## src/rtl/vball_pkg.sv

```systemverilog
// Shared types and helpers for the vertical ball controller.
// Holds the state encoding, the speed code type and the paddle segment map.
package vball_pkg;

    typedef enum logic [1:0] {
        ATTRACT_S = 2'd0,
        SERVE_S   = 2'd1,
        PLAY_S    = 2'd2,
        MISS_S    = 2'd3
    } vball_state_t;

    // {dir, mag[1:0]}: dir = 1 moves the ball up, mag is lines added per frame
    typedef logic [2:0] spd_code_t;

    localparam spd_code_t SPD_STILL = 3'b000;

    // Upper paddle segments deflect upward, the middle returns flat, lower deflect downward
    function automatic spd_code_t seg_to_spd(input logic [3:0] seg);
        spd_code_t code;
        case (seg)
            4'd0, 4'd1:               code = 3'b111;
            4'd2, 4'd3:               code = 3'b110;
            4'd4, 4'd5:               code = 3'b101;
            4'd6, 4'd7, 4'd8, 4'd9:   code = 3'b000;
            4'd10, 4'd11:             code = 3'b001;
            4'd12, 4'd13:             code = 3'b010;
            default:                  code = 3'b011;
        endcase
        return code;
    endfunction

endpackage

```

## src/rtl/edge_det.sv

```systemverilog
// Per-bit rising/falling edge detector for level inputs sampled on clk.
// One prev register per bit; outputs are combinational from input and prev.
module edge_det #(
    parameter int N = 1
) (
    input  logic         clk,
    input  logic         rst,
    input  logic [N-1:0] x_i,
    output logic [N-1:0] rise_o,
    output logic [N-1:0] fall_o
);

    logic [N-1:0] prev_q;

    always_ff @(posedge clk or posedge rst) begin
        if (rst) begin
            prev_q <= '0;
        end else begin
            prev_q <= x_i;
        end
    end

    assign rise_o = x_i & ~prev_q;
    assign fall_o = ~x_i & prev_q;

endmodule

```

## src/rtl/vball_ctrl.sv

```systemverilog
// Vertical ball sequencing controller: paddle hits set per-side speed codes,
// walls flip direction, and the attract/serve/miss sequence freezes or reloads them.
module vball_ctrl
    import vball_pkg::*;
#(
    parameter logic [5:0] SERVE_FRAMES = 6'd32,
    parameter logic [5:0] MISS_FRAMES  = 6'd48,
    parameter spd_code_t  SERVE_VEC    = 3'b001
) (
    input  logic       CLK_DRV,
    input  logic       RESET,
    input  logic       ATTRACT,
    input  logic       HIT_L,
    input  logic       HIT_R,
    input  logic [3:0] PAD_SEG,
    input  logic       WALL,
    input  logic       MISS,
    input  logic       VBLANK,
    output logic [2:0] SPD_L,
    output logic [2:0] SPD_R,
    output logic       SERVE,
    output logic       FREEZE,
    output logic [1:0] STATE
);

    logic [4:0]   rise;
    logic [4:0]   fall;
    logic         edge_unused;

    vball_state_t state_q;
    spd_code_t    spd_l_q;
    spd_code_t    spd_r_q;
    logic         serve_q;
    logic         freeze_q;
    logic [5:0]   cnt_q;

    logic         fr;
    logic         hit_l_r;
    logic         hit_r_r;
    logic         wall_r;
    logic         miss_r;
    spd_code_t    seg_code;

    // Bit order: 0 VBLANK, 1 HIT_L, 2 HIT_R, 3 WALL, 4 MISS
    edge_det #(.N(5)) u_edge (
        .clk    (CLK_DRV),
        .rst    (RESET),
        .x_i    ({MISS, WALL, HIT_R, HIT_L, VBLANK}),
        .rise_o (rise),
        .fall_o (fall)
    );

    assign fr          = fall[0];
    assign hit_l_r     = rise[1];
    assign hit_r_r     = rise[2];
    assign wall_r      = rise[3];
    assign miss_r      = rise[4];
    assign edge_unused = ^{rise[0], fall[4:1]};
    assign seg_code    = seg_to_spd(PAD_SEG);

    always_ff @(posedge CLK_DRV or posedge RESET) begin
        if (RESET) begin
            state_q  <= ATTRACT_S;
            spd_l_q  <= SPD_STILL;
            spd_r_q  <= SPD_STILL;
            serve_q  <= 1'b0;
            freeze_q <= 1'b1;
            cnt_q    <= '0;
        end else if (ATTRACT) begin
            state_q  <= ATTRACT_S;
            spd_l_q  <= SPD_STILL;
            spd_r_q  <= SPD_STILL;
            serve_q  <= 1'b0;
            freeze_q <= 1'b1;
            cnt_q    <= '0;
        end else begin
            case (state_q)
                ATTRACT_S: begin
                    state_q  <= SERVE_S;
                    spd_l_q  <= SERVE_VEC;
                    spd_r_q  <= SERVE_VEC;
                    serve_q  <= 1'b1;
                    freeze_q <= 1'b0;
                    cnt_q    <= '0;
                end
                SERVE_S: begin
                    if (fr) begin
                        if (cnt_q == SERVE_FRAMES - 6'd1) begin
                            state_q <= PLAY_S;
                            serve_q <= 1'b0;
                            cnt_q   <= '0;
                        end else begin
                            cnt_q <= cnt_q + 6'd1;
                        end
                    end
                end
                PLAY_S: begin
                    // A miss swallows any hit or wall seen in the same cycle
                    if (miss_r) begin
                        state_q  <= MISS_S;
                        freeze_q <= 1'b1;
                        cnt_q    <= '0;
                    end else begin
                        if (hit_l_r) begin
                            spd_l_q <= seg_code;
                        end else if (wall_r) begin
                            spd_l_q <= {~spd_l_q[2], spd_l_q[1:0]};
                        end
                        if (hit_r_r) begin
                            spd_r_q <= seg_code;
                        end else if (wall_r) begin
                            spd_r_q <= {~spd_r_q[2], spd_r_q[1:0]};
                        end
                    end
                end
                MISS_S: begin
                    if (fr) begin
                        if (cnt_q == MISS_FRAMES - 6'd1) begin
                            state_q  <= SERVE_S;
                            spd_l_q  <= SERVE_VEC;
                            spd_r_q  <= SERVE_VEC;
                            serve_q  <= 1'b1;
                            freeze_q <= 1'b0;
                            cnt_q    <= '0;
                        end else begin
                            cnt_q <= cnt_q + 6'd1;
                        end
                    end
                end
                default: begin
                    state_q <= ATTRACT_S;
                end
            endcase
        end
    end

    assign SPD_L  = spd_l_q;
    assign SPD_R  = spd_r_q;
    assign SERVE  = serve_q;
    assign FREEZE = freeze_q;
    assign STATE  = state_q;

endmodule

```

## config.mk

```make
export PLATFORM = sky130hd
export DESIGN_NAME = vball_ctrl
export DESIGN_NICKNAME = d
export VERILOG_FILES = /design/src/rtl/vball_pkg.sv /design/src/rtl/edge_det.sv /design/src/rtl/vball_ctrl.sv
export SDC_FILE = /design/constraint.sdc
export NUM_CORES = 1
export LEC_CHECK = 0
export CAP_MARGIN = 20
export CORE_MARGIN = 2
export CORE_UTILIZATION = 45
export CTS_CLUSTER_SIZE = 10
export DETAILED_ROUTE_END_ITERATION = 12
export DONT_BUFFER_PORTS = 1
export HOLD_SLACK_MARGIN = 0.03
export SYNTH_ARGS = -nofsm -noshare
export SYNTH_HDL_FRONTEND = slang
export SYNTH_SLANG_ARGS = --single-unit
```

## constraint.sdc

```tcl
create_clock -name CLK_DRV -period 4.8 [get_ports CLK_DRV]
set_input_delay 0.72 -clock CLK_DRV [delete_from_list [all_inputs] [get_ports CLK_DRV]]
set_output_delay 0.72 -clock CLK_DRV [all_outputs]
set_load 0.01 [all_outputs]
```

* After elaboration in Yosys (flattened, before gate mapping)
Memories as Yosys holds them, arrays and structs flattened.
Cells that the tools add are included.
** Storage, ports and cells
- Register bits after elaboration :: 21
- ROM bits :: 48
- Input bits :: 12
- Output and inout bits :: 10
- Word-level logic and storage cells :: 80
- Memories kept :: 1
** Memories
- (name not given) :: words 16, bits a word 3, read ports 1, clocked after memory_dff 0, write ports 0, line vball_pkg.sv:20 : case (seg)
** Cells by class
- Add/subtract/negate cells :: 1
- Equal/unequal tests :: 15
- Muxes and demuxes :: 37
- Bitwise operators :: 6
- Reductions and logical operators :: 11
** Operators by type and width (number)
- 6-bit 2-to-1 mux :: 6
- 3-bit 2-to-1 mux :: 10
- 5-bit AND reduction :: 6
- 3-bit inequality test, second input constant :: 8
- 6-bit case mux with 4 select lines :: 1
- 3-bit case mux with 3 select lines :: 2
- 2-bit 2-to-1 mux :: 6
- 1-bit 2-to-1 mux :: 9
- 4-bit inequality test, second input constant :: 2
- 2-bit case mux with 4 select lines :: 1
- 4-bit nonzero test :: 2
- 6-bit by 1-bit adder with 6-bit output, second input constant :: 1
- 6-bit by 5-bit == test with 1-bit output, second input constant :: 1
- 6-bit == test, second input constant :: 1
- 1-bit case mux with 3 select lines :: 2
- 5-bit AND :: 1
- 5-bit NOT :: 1
- 2-bit == test, second input constant :: 2
- 4-bit AND reduction :: 1
- 1-bit NOT :: 3
- 3-bit AND reduction :: 1
- 2-bit by 1-bit == test with 1-bit output, second input constant :: 1
- 2-bit logical NOT :: 1
- 1-bit AND :: 1

* Depth between registers and ports, before layout
Gate-level depths: netlist (run 1).
- Depth after elaboration :: 7
- Mapped depth :: 7
- Gate-level depth less buffers :: 6

* Modules after synthesis
Synthesis (run 1) repeated with hierarchy kept, for this count alone.
** Unflattened totals
- Cells, all modules :: 132
- Area, all modules :: 1297.5 um^2
** By module, submodules not included
- vball_ctrl :: times used 1, cells each 116, area each 1081.0 um^2, seq. area each 401.6 um^2
- edge_det :: times used 1, cells each 16, area each 216.5 um^2, seq. area each 125.1 um^2

* Worst setup path after synthesis (run 1)
OpenSTA, ideal clock, no wires.
- Path type :: register to register
- Start point :: register state_q[0] (netlist: STATE[0])
- End point :: register spd_l_q[1] (netlist: SPD_L[1])
- Setup time :: 0.068 ns
- Data arrival time :: 1.838 ns
- Path slack :: 2.894 ns
- Cell stages (with the launch flop) :: 7
- Buffers on the path :: 0
- Clock period less this slack :: 1.906 ns
- Path through :: dfrtp_1 > inv_1 > ha_1 > and3b_4 > or4_4 > a21oi_4 > a32o_1
** Between the ends
- Longest elaborated chain between the ends :: 3
- Elaborated cells between the ends (all ways) :: 11
- Classes of those cells :: eq/ne: 6; mux: 2; reduce/logical: 3
** Ends and longest elaborated chain
- start, declared :: line vball_ctrl.sv:30 : vball_state_t state_q;
- start signal, assigned :: line vball_ctrl.sv:63 : state_q <= ATTRACT_S;
- start signal, assigned :: line vball_ctrl.sv:70 : state_q <= ATTRACT_S;
- start signal, assigned :: line vball_ctrl.sv:79 : state_q <= SERVE_S;
- 2-bit == test / 2-bit logical NOT (equally long branches) :: line vball_ctrl.sv:77 : case (state_q)
- 3-bit inequality test (no line), or another cell as far along
- 5-bit AND reduction (no line) / 3-bit 2-to-1 mux (equally long branches)
- end signal, assigned :: line vball_ctrl.sv:105 : spd_l_q <= seg_code;
- end signal, assigned :: line vball_ctrl.sv:107 : spd_l_q <= {~spd_l_q[2], spd_l_q[1:0]};
- end, declared :: line vball_ctrl.sv:31 : spd_code_t spd_l_q;
Several ways; a longest one is shown, not always the timed one.
A chain may end at the register's enable or synchronous reset.

* Worst setup path in the final report (run 1)
- Start point :: register state_q[0] (netlist: STATE[0])
- End point :: register state_q[0] (netlist: STATE[0])
** Between the ends
- Longest elaborated chain between the ends :: 3
- Elaborated cells between the ends (all ways) :: 12
- Classes of those cells :: eq/ne: 8; mux: 2; reduce/logical: 2
** Ends and longest elaborated chain (line)
- 2-bit == test, or another cell as far along :: vball_ctrl.sv:77
- 3-bit inequality test (no line) / 2-bit case mux with 4 select lines (equally long branches)
- 5-bit AND reduction (no line) / 2-bit 2-to-1 mux (equally long branches)
Several ways; a longest one is shown, not always the timed one.

==> metrics.md, run 1 <==
| Metric | Value |
|---|---|
| Final Cycle Share | `between 50 and 60%` |
| Clk sinks | `21` |
| Critical path class | `flip-flop to flip-flop` |
| Final std cells w/o fill | `154` |
| Most common cell on crit path | `o22ai_1` |
| Total track usage | `about 17%` |
| First-pass GRT wire length | `between 4000 and 5000 um` |
| Required time at the worst-slack endpoint | `5.00 ns` |
| Post-Route WL | `around 2500 um` |
| Total CTS buffers | `3` |
| Nets@finish | `142` |
| Ys Warns | `0` |
| Buffers & Inverters on Critical Path | `1` |
| Clk pin slew, worst setup/hold paths | `approximately 0.14 ns` |
| Synth area leaders | `dfrtp_1, ha_1, o22ai_1` |
| Reg power frac | `between 40 and 50%` |
| Initial DRC count | `29` |
| Vias in the first global route | `roughly 950` |
| Actual slew at the worst max-slew pin | `slightly below 0.8 ns` |
| Mapped Cells | `~120` |
| Largest net degree at the start of global routing | `22` |
| Setup ws final | `2.40 ns` |
| Die height | `56.3 um` |
| Detail Placement HPWL | `around 1900 um` |
| Initial antenna violation count | `0` |
| First-pass DRT Iterations | `4` |
| Most frequent cells after synthesis | `dfrtp_1, a21oi_1, o22ai_1` |
| Path category of the worst min-delay check | `input pin to asynchronous set/reset pin` |
| Crit path max fanout | `11` |
| Share of cells above drive strength 1 | `roughly 14%` |
| Max stage delay on crit path | `0.64 ns` |
| FP Rows | `18` |
| Critical-path cell list | `inv_1, ha_1, or2b_1, o22ai_1, or2_1, o22ai_1` |
| Wirelength per Cell | `16.2 um` |
| Setup Skew | `~0.016 ns` |
| Psw | `0.223 mW` |
| DRC viols | `0` |
| Die span in x | `56.3 um` |
| Setup Fix Bufs, Post-CTS | `0` |
| TritonCTS clock tree | `done` |
| Clock tree buffer depth | `2` |
| Vias/cell | `roughly 6.3` |
| Cell Pwr Density | `about 430 nW/um^2` |
| Root Driver | `clkbuf_4` |
| Status | `finished, final reports clean` |
| WHS | `about 0.4 ns` |
| Clk network pwr share | `16.5%` |
| F_max | `between 400 and 500 MHz` |
| Worst EP arrival | `approximately 2.6 ns` |
| Slew Limit Fails | `0` |
| Initial core utilization | `around half` |
| Seq/Total Area, Yosys | `around 43%` |
| Post-synth top area share | `40.7%` |
| Overflow after GRT | `0` |
| Startpoint Class | `flip-flop` |
| RSZ-0062 raised after global routing | `no` |
| Post-place setup slack | `2.44 ns` |
| Area growth, synth to finish | `4.48%` |
| Slew margin rel. | `between 40 and 50%` |
| H-Tree Depth | `1` |
| Max VDD drop | `approximately 0.31 mV` |
| Post-synth EDFFs | `0` |
| Synth Area per Inst | `about 10 um^2` |
| Routed Antenna Nets | `0` |
| Antenna diodes | `0` |
| Placed inst area | `approximately 1300 um^2` |
| Gate power share | `38.0%` |
| Non-Filler Cell Area, Final | `between 1000 and 1500 um^2` |
| CP max stage cell | `o22ai_1` |
| Library cells used by synthesis | `between 40 and 50` |
| Die area | `3160 um^2` |
| Count leader, synth | `dfrtp_1` |
| Post-synth ARST share | `100%` |
| Internal power | `around 0.33 mW` |
| Cts repair resizes | `0` |
| # placed instances | `150` |
| Flip-flop and latch count after synthesis | `21` |
| Top delay family on crit path | `compound AO/OA/AOI/OAI gates` |
| PortBufs | `0` |
| Crit end category | `flip-flop` |
| Syn Std Cell Area | `1230 um^2` |
| Syn_nets | `140` |
| Gp weighted congestion | `slightly below 0.8` |
| Leak Pwr | `0.513 nW` |
| Hold_buf cts | `0` |
| Core area | `around 2500 um^2` |
| Via Count | `about 970` |
| Max-Cap Viols | `0` |
| Setup TNS Final | `0 ns` |
| Boundary Pins | `22` |
| Worst skew pair latency | `about 0.32 ns` |
| Synth area leader | `dfrtp_1` |
| Most used DFF post-synth | `dfrtp_1` |
| Final min period | `between 2 and 2.5 ns` |
| Final Hold Fails | `0` |
| Switch share | `around two fifths` |
| # setup viols final | `0` |
## routing by layer
metal | vias to the layer above | share of wire (%) | global-route usage [%]
met5 | - | 0 | 0
met4 | 0 | 0.96 | 7.14
met3 | 4 | 4.2 | 3.46
met2 | 28 | 47 | 29.1
met1 | 471 | 48 | 21.1
li1 | 462 | - | -
## state kept, by name, summed over array words and instances, names as in the netlist
signal and flops:
SERVE 1, SPD_L 3, u_edge.prev_q 5, FREEZE 1, cnt_q 6, SPD_R 3
STATE 2
## power groups by stage
stage / clock (mW) / sequential [mW] / combinational [mW]
2_1_floorplan: 0 / 0.251 / 0.175
3_3_place_gp: 0 / 0.257 / 0.206
3_5_place_dp: 0 / 0.259 / 0.208
4_1_cts: 0.0944 / 0.255 / 0.210
5_1_grt: 0.0989 / 0.260 / 0.239
6_report: 0.0924 / 0.254 / 0.212
## layout by cell type, fill, tap and decap left out, types with 2 or more instances in the layout
cell type,n
nor2b_1,5
inv_1,7
dfrtp_1,20
o32ai_1,2
nor2_1,7
ha_1,5
o22ai_1,8
nand3_1,2
o21ai_0,5
a31oi_1,2
a22o_1,2
a32o_1,2
a21oi_1,9
clkbuf_4,3
o31ai_1,4
o21bai_1,2
nand2_1,7
## cell families after synthesis
logic type	synth area share (%)
multiplexers	0.815
flip-flops	42.9
adder cells (fa/ha/maj)	5.09
buffers and inverters	3.16
AO/OA/AOI/OAI	26.1
AND/OR/NAND/NOR	20.6
XOR/XNOR	1.43
## per-stage QoR
step | power [mW] | util [%]
after global placement | 0.463 | 49.7
after detailed placement | 0.468 | 49.7
after floorplan | 0.427 | -
after CTS | 0.559 | 50.9
final | 0.558 | 50.9
after global routing | 0.598 | 50.9
## area by class of cell
class / instances / area (um^2)
clock buffer: 3 / 22.5
clock inverter: 1 / 7.51
fill: 238 / 1240
inverter: 7 / 26.3
multi-input combinational: 92 / 663
sequential: 21 / 527
tap: 30 / 37.5
## path summary, 6_finish.rpt
kind / endpoint / from / slack [ns] / cells after the start
worst max-delay path: STATE[0]$_DFFE_PP0P_ / STATE[0]$_DFFE_PP0P_ / 2.40 / 6
worst min-delay path: SPD_L[2]$_DFFE_PP0P_ / RESET / 0.41 / 1
worst max register to register: STATE[0]$_DFFE_PP0P_ / STATE[0]$_DFFE_PP0P_ / 2.40 / 6
worst min register to register: cnt_q[1]$_DFFE_PP0P_ / cnt_q[1]$_DFFE_PP0P_ / 0.53 / 2
max in group asynchronous: u_edge.prev_q[0]$_DFF_PP0_ / RESET / 3.88 / 1
min in group CLK_DRV: u_edge.prev_q[2]$_DFF_PP0_ / HIT_R / 0.41 / 0
(Power assumes the default switching activity.)
==> run 2: changes to the inputs <==
clock period = 2.5 ns   (was 4.8 ns; I/O delays follow)
==> run 2 against run 1 <==
Effect of this change:
- non-clock buffer count up 1
- critical path depth unchanged
- sequential power up 94%
- sequential share of layout area down 0.24 points
- maximum frequency up 15%
- sequential cell count unchanged
- first-iteration DRC count down 10%
- routed wire length up 2.7%
- design area up 0.59%
- total power up 92%
- combinational power up 94%
- setup slack worse by 2.0 ns
==> metrics.md, run 2 (same netlist as run 1, synthesis figures left out) <==
| Metric | Value |
|---|---|
| Status | `finished, final reports clean` |
| Biggest registers after layout | `cnt_q (6), u_edge.prev_q (5)` |
| Commonest non-fill, non-tap cells in the layout | `dfrtp_1, a21oi_1, o22ai_1` |
| PortBufs | `0 (unchanged)` |
| Placed inst area | `1260 um^2 (+0.60%)` |
| Crit path max fanout | `6 (-5)` |
| Total CTS buffers | `3 (unchanged)` |
| First-pass GRT wire length | `4370 um (+2.2%)` |
| Final Hold Fails | `0 (unchanged)` |
| RSZ-0062 raised after global routing | `no` |
| Detail Placement HPWL | `1910 um (+2.6%)` |
| Routed Antenna Nets | `0 (unchanged)` |
| Leak Pwr | `0.518 nW (+1.0%)` |
| Total track usage | `17.6% (+0.44 points)` |
| Initial core utilization | `48.7% (unchanged)` |
| Commonest non-fill, non-tap cell in the layout | `dfrtp_1` |
| Critical path startpoint | `STATE[0]$_DFFE_PP0P_` |
| # setup viols final | `0 (unchanged)` |
| Most flops, register | `cnt_q` |
| Setup ws final | `0.407 ns (-1.99 ns)` |
| Slew Limit Fails | `0 (unchanged)` |
| Path category of the worst min-delay check | `input pin to flip-flop` |
| Nets@finish | `143 (+0.70%)` |
| Via Count | `941 (-2.5%)` |
| Die height | `56.3 um (unchanged)` |
| Setup Fix Bufs, Post-CTS | `0 (unchanged)` |
| Setup TNS Final | `0 ns (unchanged)` |
| Wirelength per Cell | `16.5 um (+2.1%)` |
| Overflow after GRT | `0 (unchanged)` |
| R2r endpoint | `cnt_q[4]$_DFFE_PP0P_` |
| Gp weighted congestion | `0.809 (+3.0%)` |
| Area growth, synth to finish | `5.09%` |
| Largest net degree at the start of global routing | `22 (unchanged)` |
| Antenna diodes | `0 (unchanged)` |
| Post-place setup slack | `0.426 ns (-2.02 ns)` |
| First-pass DRT Iterations | `4 (unchanged)` |
| Final min period | `2.09 ns (-0.310 ns)` |
| Final Cycle Share | `83.7% (+34 points)` |
| Boundary Pins | `22 (unchanged)` |
| F_max | `478 MHz (+15%)` |
| Initial antenna violation count | `0 (unchanged)` |
| Core area | `2520 um^2 (unchanged)` |
| Clock tree buffer depth | `2 (unchanged)` |
| Vias/cell | `6.07 (-3.1%)` |
| Startpoint Class | `flip-flop` |
| R2R Path Start | `STATE[0]$_DFFE_PP0P_` |
| Actual slew at the worst max-slew pin | `0.837 ns (+0.0489 ns)` |
| CP endpoint | `cnt_q[4]$_DFFE_PP0P_` |
| Setup Skew | `0.0152 ns (-0.00102 ns)` |
| Max-Cap Viols | `0 (unchanged)` |
| Slew margin rel. | `44.2% (-3.3 points)` |
| Vias in the first global route | `926 (-2.6%)` |
| Cts repair resizes | `0 (unchanged)` |
| Layout fillers | `248 (+4.2%)` |
| Critical path class | `flip-flop to flip-flop` |
| FP Rows | `18 (unchanged)` |
| Crit end category | `flip-flop` |
| Max VDD drop | `0.642 mV (+110%)` |
| Worst skew pair latency | `0.31 ns (about the same)` |
| Die span in x | `56.3 um (unchanged)` |
| Initial DRC count | `26 (-10%)` |
| TritonCTS clock tree | `done` |
| Cell Pwr Density | `830 nW/um^2 (+91%)` |
| R2R depth | `6 (unchanged)` |
| Post-Route WL | `2560 um (+2.7%)` |
| WHS | `0.0692 ns (-0.337 ns)` |
| Final Core Density | `51.2% (+0.30 points)` |
| Share of cells above drive strength 1 | `14.4% (+0.69 points)` |
| Non-Filler Cell Area, Final | `1290 um^2 (+0.59%)` |
| Required time at the worst-slack endpoint | `2.71 ns (-2.29 ns)` |
| Worst EP arrival | `2.31 ns (-0.29 ns)` |
| H-Tree Depth | `1 (unchanged)` |
| Root Driver | `clkbuf_4` |
| Clk sinks | `21 (unchanged)` |
| DRC viols | `0 (unchanged)` |
| Hold_buf cts | `0 (unchanged)` |
| Max FFs per register | `6 (unchanged)` |
| Clk pin slew, worst setup/hold paths | `0.13 ns (about the same)` |
| Die area | `3160 um^2 (unchanged)` |
| R2R Setup Slk | `0.41 ns (-1.99 ns)` |
-- run 2: changes by cell type in the layout (fill, tap and decap cells not counted) --
cell / before / now
buf_4: 0 / 1
-- run 2: per-stage QoR --
step	instances	power, mW
2_1_floorplan	123	0.819
3_3_place_gp	151	0.896
3_5_place_dp	151	0.910
4_1_cts	155	1.09
5_1_grt	155	1.16
6_report	155	1.07
-- run 2: worst min path at each step --
| stage | startpoint | to | slack (ns) | cells past startpoint |
|---|---|---|---|---|
| after floorplan | RESET | SERVE$_DFFE_PP0P_ | 0.35 | 1 |
| after global placement | HIT_R | u_edge.prev_q[2]$_DFF_PP0_ | 0.41 | 0 |
| after detailed placement | HIT_R | u_edge.prev_q[2]$_DFF_PP0_ | 0.41 | 0 |
| after CTS | HIT_R | u_edge.prev_q[2]$_DFF_PP0_ | 0.05 | 0 |
| after global routing | HIT_R | u_edge.prev_q[2]$_DFF_PP0_ | 0.04 | 0 |
| final | HIT_R | u_edge.prev_q[2]$_DFF_PP0_ | 0.07 | 0 |
-- run 2: power by group --
part           total [mW]  internal [mW]  leakage (nW)  switching [mW]
combinational       0.411          0.178         0.235           0.234
sequential          0.492          0.411         0.269          0.0813
clock               0.169         0.0611        0.0139           0.107
total                1.07          0.649         0.518           0.422
-- run 2: layer usage --
metal	share of wire (%)	track usage [%]	wire length, um	vias up
li1	-	-	-	465
met3	3.7	3.46	95	4
met2	47	29.4	1200	21
met5	0	0	0	-
met1	47	21.7	1210	451
met4	2.2	8.16	55	0
-- run 2: area by class of cell --
| type | instances | area, um^2 | area share (%) |
|---|---|---|---|
| clock buffer | 3 | 22.5 | 1.74 |
| clock inverter | 1 | 7.51 | 0.581 |
| inverter | 7 | 26.3 | 2.03 |
| multi-input combinational | 92 | 663 | 51.4 |
| sequential | 21 | 527 | 40.8 |
| tap | 30 | 37.5 | 2.91 |
| timing repair buffer | 1 | 7.51 | 0.581 |
-- run 2: critical path: stages, from the launching register on --
cell and delay (ns):
dfrtp_1 0.47, inv_1 0.11, ha_1 0.27, or2b_1 0.33, o22ai_1 0.14, or2_1 0.33, o41ai_1 0.34
==> run 3: changes to the inputs <==
clock period = 1.83 ns   (was 2.5 ns; I/O delays follow)
==> run 3 against run 2 <==
Effect of this change:
- total power grew 59%
- final cell count grew 14%
- combinational power grew 96%
- register-to-register slack lost 0.37 ns
- die area is the same
- core utilization grew 9.8 points
- setup slack lost 0.37 ns
==> metrics.md, run 3 (same netlist as run 1, synthesis figures left out) <==
| Metric | Value |
|---|---|
| Crit end category | `flip-flop` |
| Post-Route WL | `2770 um (+8.5%)` |
| Setup Skew | `0.000869 ns (-0.0143 ns)` |
| Boundary Pins | `22 (unchanged)` |
| FP Rows | `18 (unchanged)` |
| Most flops, register | `cnt_q` |
| Root Driver | `clkbuf_4` |
| Share of cells above drive strength 1 | `28.8% (+14 points)` |
| Max VDD drop | `1.05 mV (+63%)` |
| Clk network pwr share | `13.7% (-2.0 points)` |
| Routed Antenna Nets | `0 (unchanged)` |
| Non-Filler Cell Area, Final | `1540 um^2 (+19%)` |
| Commonest non-fill, non-tap cells in the layout | `dfrtp_1, buf_4, a21oi_1, o22ai_1` |
| Final min period | `1.80 ns (-0.298 ns)` |
| Die area | `3160 um^2 (unchanged)` |
| Die height | `56.3 um (unchanged)` |
| Placed inst area | `1340 um^2 (+6.2%)` |
| RSZ-0062 raised after global routing | `yes` |
| Critical path class | `flip-flop to flip-flop` |
| Worst EP arrival | `2.05 ns (-0.26 ns)` |
| Total track usage | `18.9% (+1.4 points)` |
| Wirelength per Cell | `15.8 um (-4.5%)` |
| Core area | `2520 um^2 (unchanged)` |
| H-Tree Depth | `1 (unchanged)` |
| Required time at the worst-slack endpoint | `2.09 ns (-0.62 ns)` |
| Area growth, synth to finish | `25.3%` |
| Initial antenna violation count | `0 (unchanged)` |
| Clock tree buffer depth | `2 (unchanged)` |
| Clk pin slew, worst setup/hold paths | `0.12 ns (about the same)` |
| Via Count | `1023 (+8.7%)` |
| PortBufs | `0 (unchanged)` |
| Clk sinks | `21 (unchanged)` |
| Commonest non-fill, non-tap cell in the layout | `dfrtp_1` |
| Post-place setup slack | `-0.0111 ns (-0.437 ns)` |
| First-pass GRT wire length | `4770 um (+9.0%)` |
| Switch share | `38.2% (-1.2 points)` |
| Path category of the worst min-delay check | `input pin to flip-flop` |
| Antenna diodes | `0 (unchanged)` |
| Gp weighted congestion | `0.786 (-2.9%)` |
| Final Cycle Share | `98.1% (+14 points)` |
| Reg power frac | `38.8% (-7.1 points)` |
| Leak Pwr | `0.627 nW (+21%)` |
| Tot Pwr | `1.70 mW (+59%)` |
| Total CTS buffers | `3 (unchanged)` |
| Detail Placement HPWL | `1910 um (+0.12%)` |
| F_max | `557 MHz (+17%)` |
| Cell Pwr Density | `1110 nW/um^2 (+33%)` |
| Die span in x | `56.3 um (unchanged)` |
| Worst skew pair latency | `0.31 ns (about the same)` |
| Largest net degree at the start of global routing | `22 (unchanged)` |
| Slew margin rel. | `66.9% (+23 points)` |
| # setup viols final | `0 (unchanged)` |
| Internal power | `1.05 mW (+62%)` |
| Final Core Density | `61.0% (+9.8 points)` |
| First-pass DRT Iterations | `4 (unchanged)` |
| Nets@finish | `164 (+15%)` |
| Vias in the first global route | `1028 (+11%)` |
| Initial core utilization | `48.7% (unchanged)` |
| Max FFs per register | `6 (unchanged)` |
| Initial DRC count | `31 (+19%)` |
| Gate power share | `47.4% (+9.0 points)` |
| Status | `finished, final reports clean` |
| TritonCTS clock tree | `done` |
| Setup ws final | `0.0344 ns (-0.372 ns)` |
| Slew Limit Fails | `0 (unchanged)` |
| Startpoint Class | `flip-flop` |
| DRC viols | `0 (unchanged)` |
| Max-Cap Viols | `0 (unchanged)` |
| Psw | `0.650 mW (+54%)` |
| Actual slew at the worst max-slew pin | `0.496 ns (-0.341 ns)` |
| Crit path max fanout | `4 (-2)` |
| Final Hold Fails | `0 (unchanged)` |
| Biggest registers after layout | `cnt_q (6), u_edge.prev_q (5)` |
| Setup TNS Final | `0 ns (unchanged)` |
| Vias/cell | `5.81 (-4.3%)` |
| Overflow after GRT | `0 (unchanged)` |
| Layout fillers | `208 (-16%)` |
run 3: cell types whose count changed in the layout (fill, tap and decap cells not counted), moves of 3 or more:
cell,change
buf_4,+14
dlygate4sd3_1,+7
ha_4,+3
ha_1,-4
run 3: metrics by stage:
stage	instances	hold WS [ns]
6_report	176	0.0545
5_1_grt	176	0.0395
4_1_cts	175	0.0443
3_5_place_dp	161	0.223
3_3_place_gp	161	0.217
2_1_floorplan	123	0.250
run 3: area by class of cell:
type,instances,area [um^2],area share (%)
clock buffers,3,22.5,1.46
well taps,30,37.5,2.44
flip-flops and latches,21,528,34.3
multi-input cells,92,737,47.9
repair buffers,22,183,11.9
clock inverters,1,5.00,0.325
inverters,7,26.3,1.71
run 3: path summary, 6_finish.rpt:
path | start | to | slack (ns) | cells past startpoint
worst max-delay path | STATE[1]$_DFFE_PP0P_ | SPD_L[1]$_DFFE_PP0P_ | 0.03 | 5
worst min-delay path | ATTRACT | SPD_L[0]$_DFFE_PP0P_ | 0.05 | 1
worst max register to register | STATE[1]$_DFFE_PP0P_ | SPD_L[1]$_DFFE_PP0P_ | 0.03 | 5
worst min register to register | cnt_q[1]$_DFFE_PP0P_ | cnt_q[1]$_DFFE_PP0P_ | 0.53 | 2
max in group asynchronous | RESET | FREEZE$_DFFE_PP1P_ | 1.12 | 3
min in group asynchronous | RESET | u_edge.prev_q[2]$_DFF_PP0_ | 0.43 | 3
run 3: repair_timing:
action | CTS | global route
pin swaps | 3 | 3
hold endpoints to repair | 26 | 0
setup endpoints to repair | 5 | 9
hold buffers | 7 | 0
buffers inserted | 3 | 1
resized for setup | 2 | 11
run 3: metal layers:
metal  global-route usage (%)  up-vias  wire [um]
li1                         -      506          -
met5                        0        -          0
met3                     3.69        4         89
met4                     7.14        0         37
met2                     30.6       22       1370
met1                     25.1      491       1280
run 3: power groups by stage:
stage	clock (mW)	combinational [mW]	sequential [mW]
2_1_floorplan	0	0.462	0.661
3_3_place_gp	0	0.641	0.666
3_5_place_dp	0	0.653	0.670
4_1_cts	0.246	0.720	0.658
5_1_grt	0.262	0.904	0.679
6_report	0.233	0.807	0.661
run 3: critical path, stage by stage (launching register included):
cell     delay, ns
dfrtp_2       0.47
ha_4          0.18
and3b_4       0.20
or4_4         0.50
a21oi_4       0.19
a32o_1        0.19
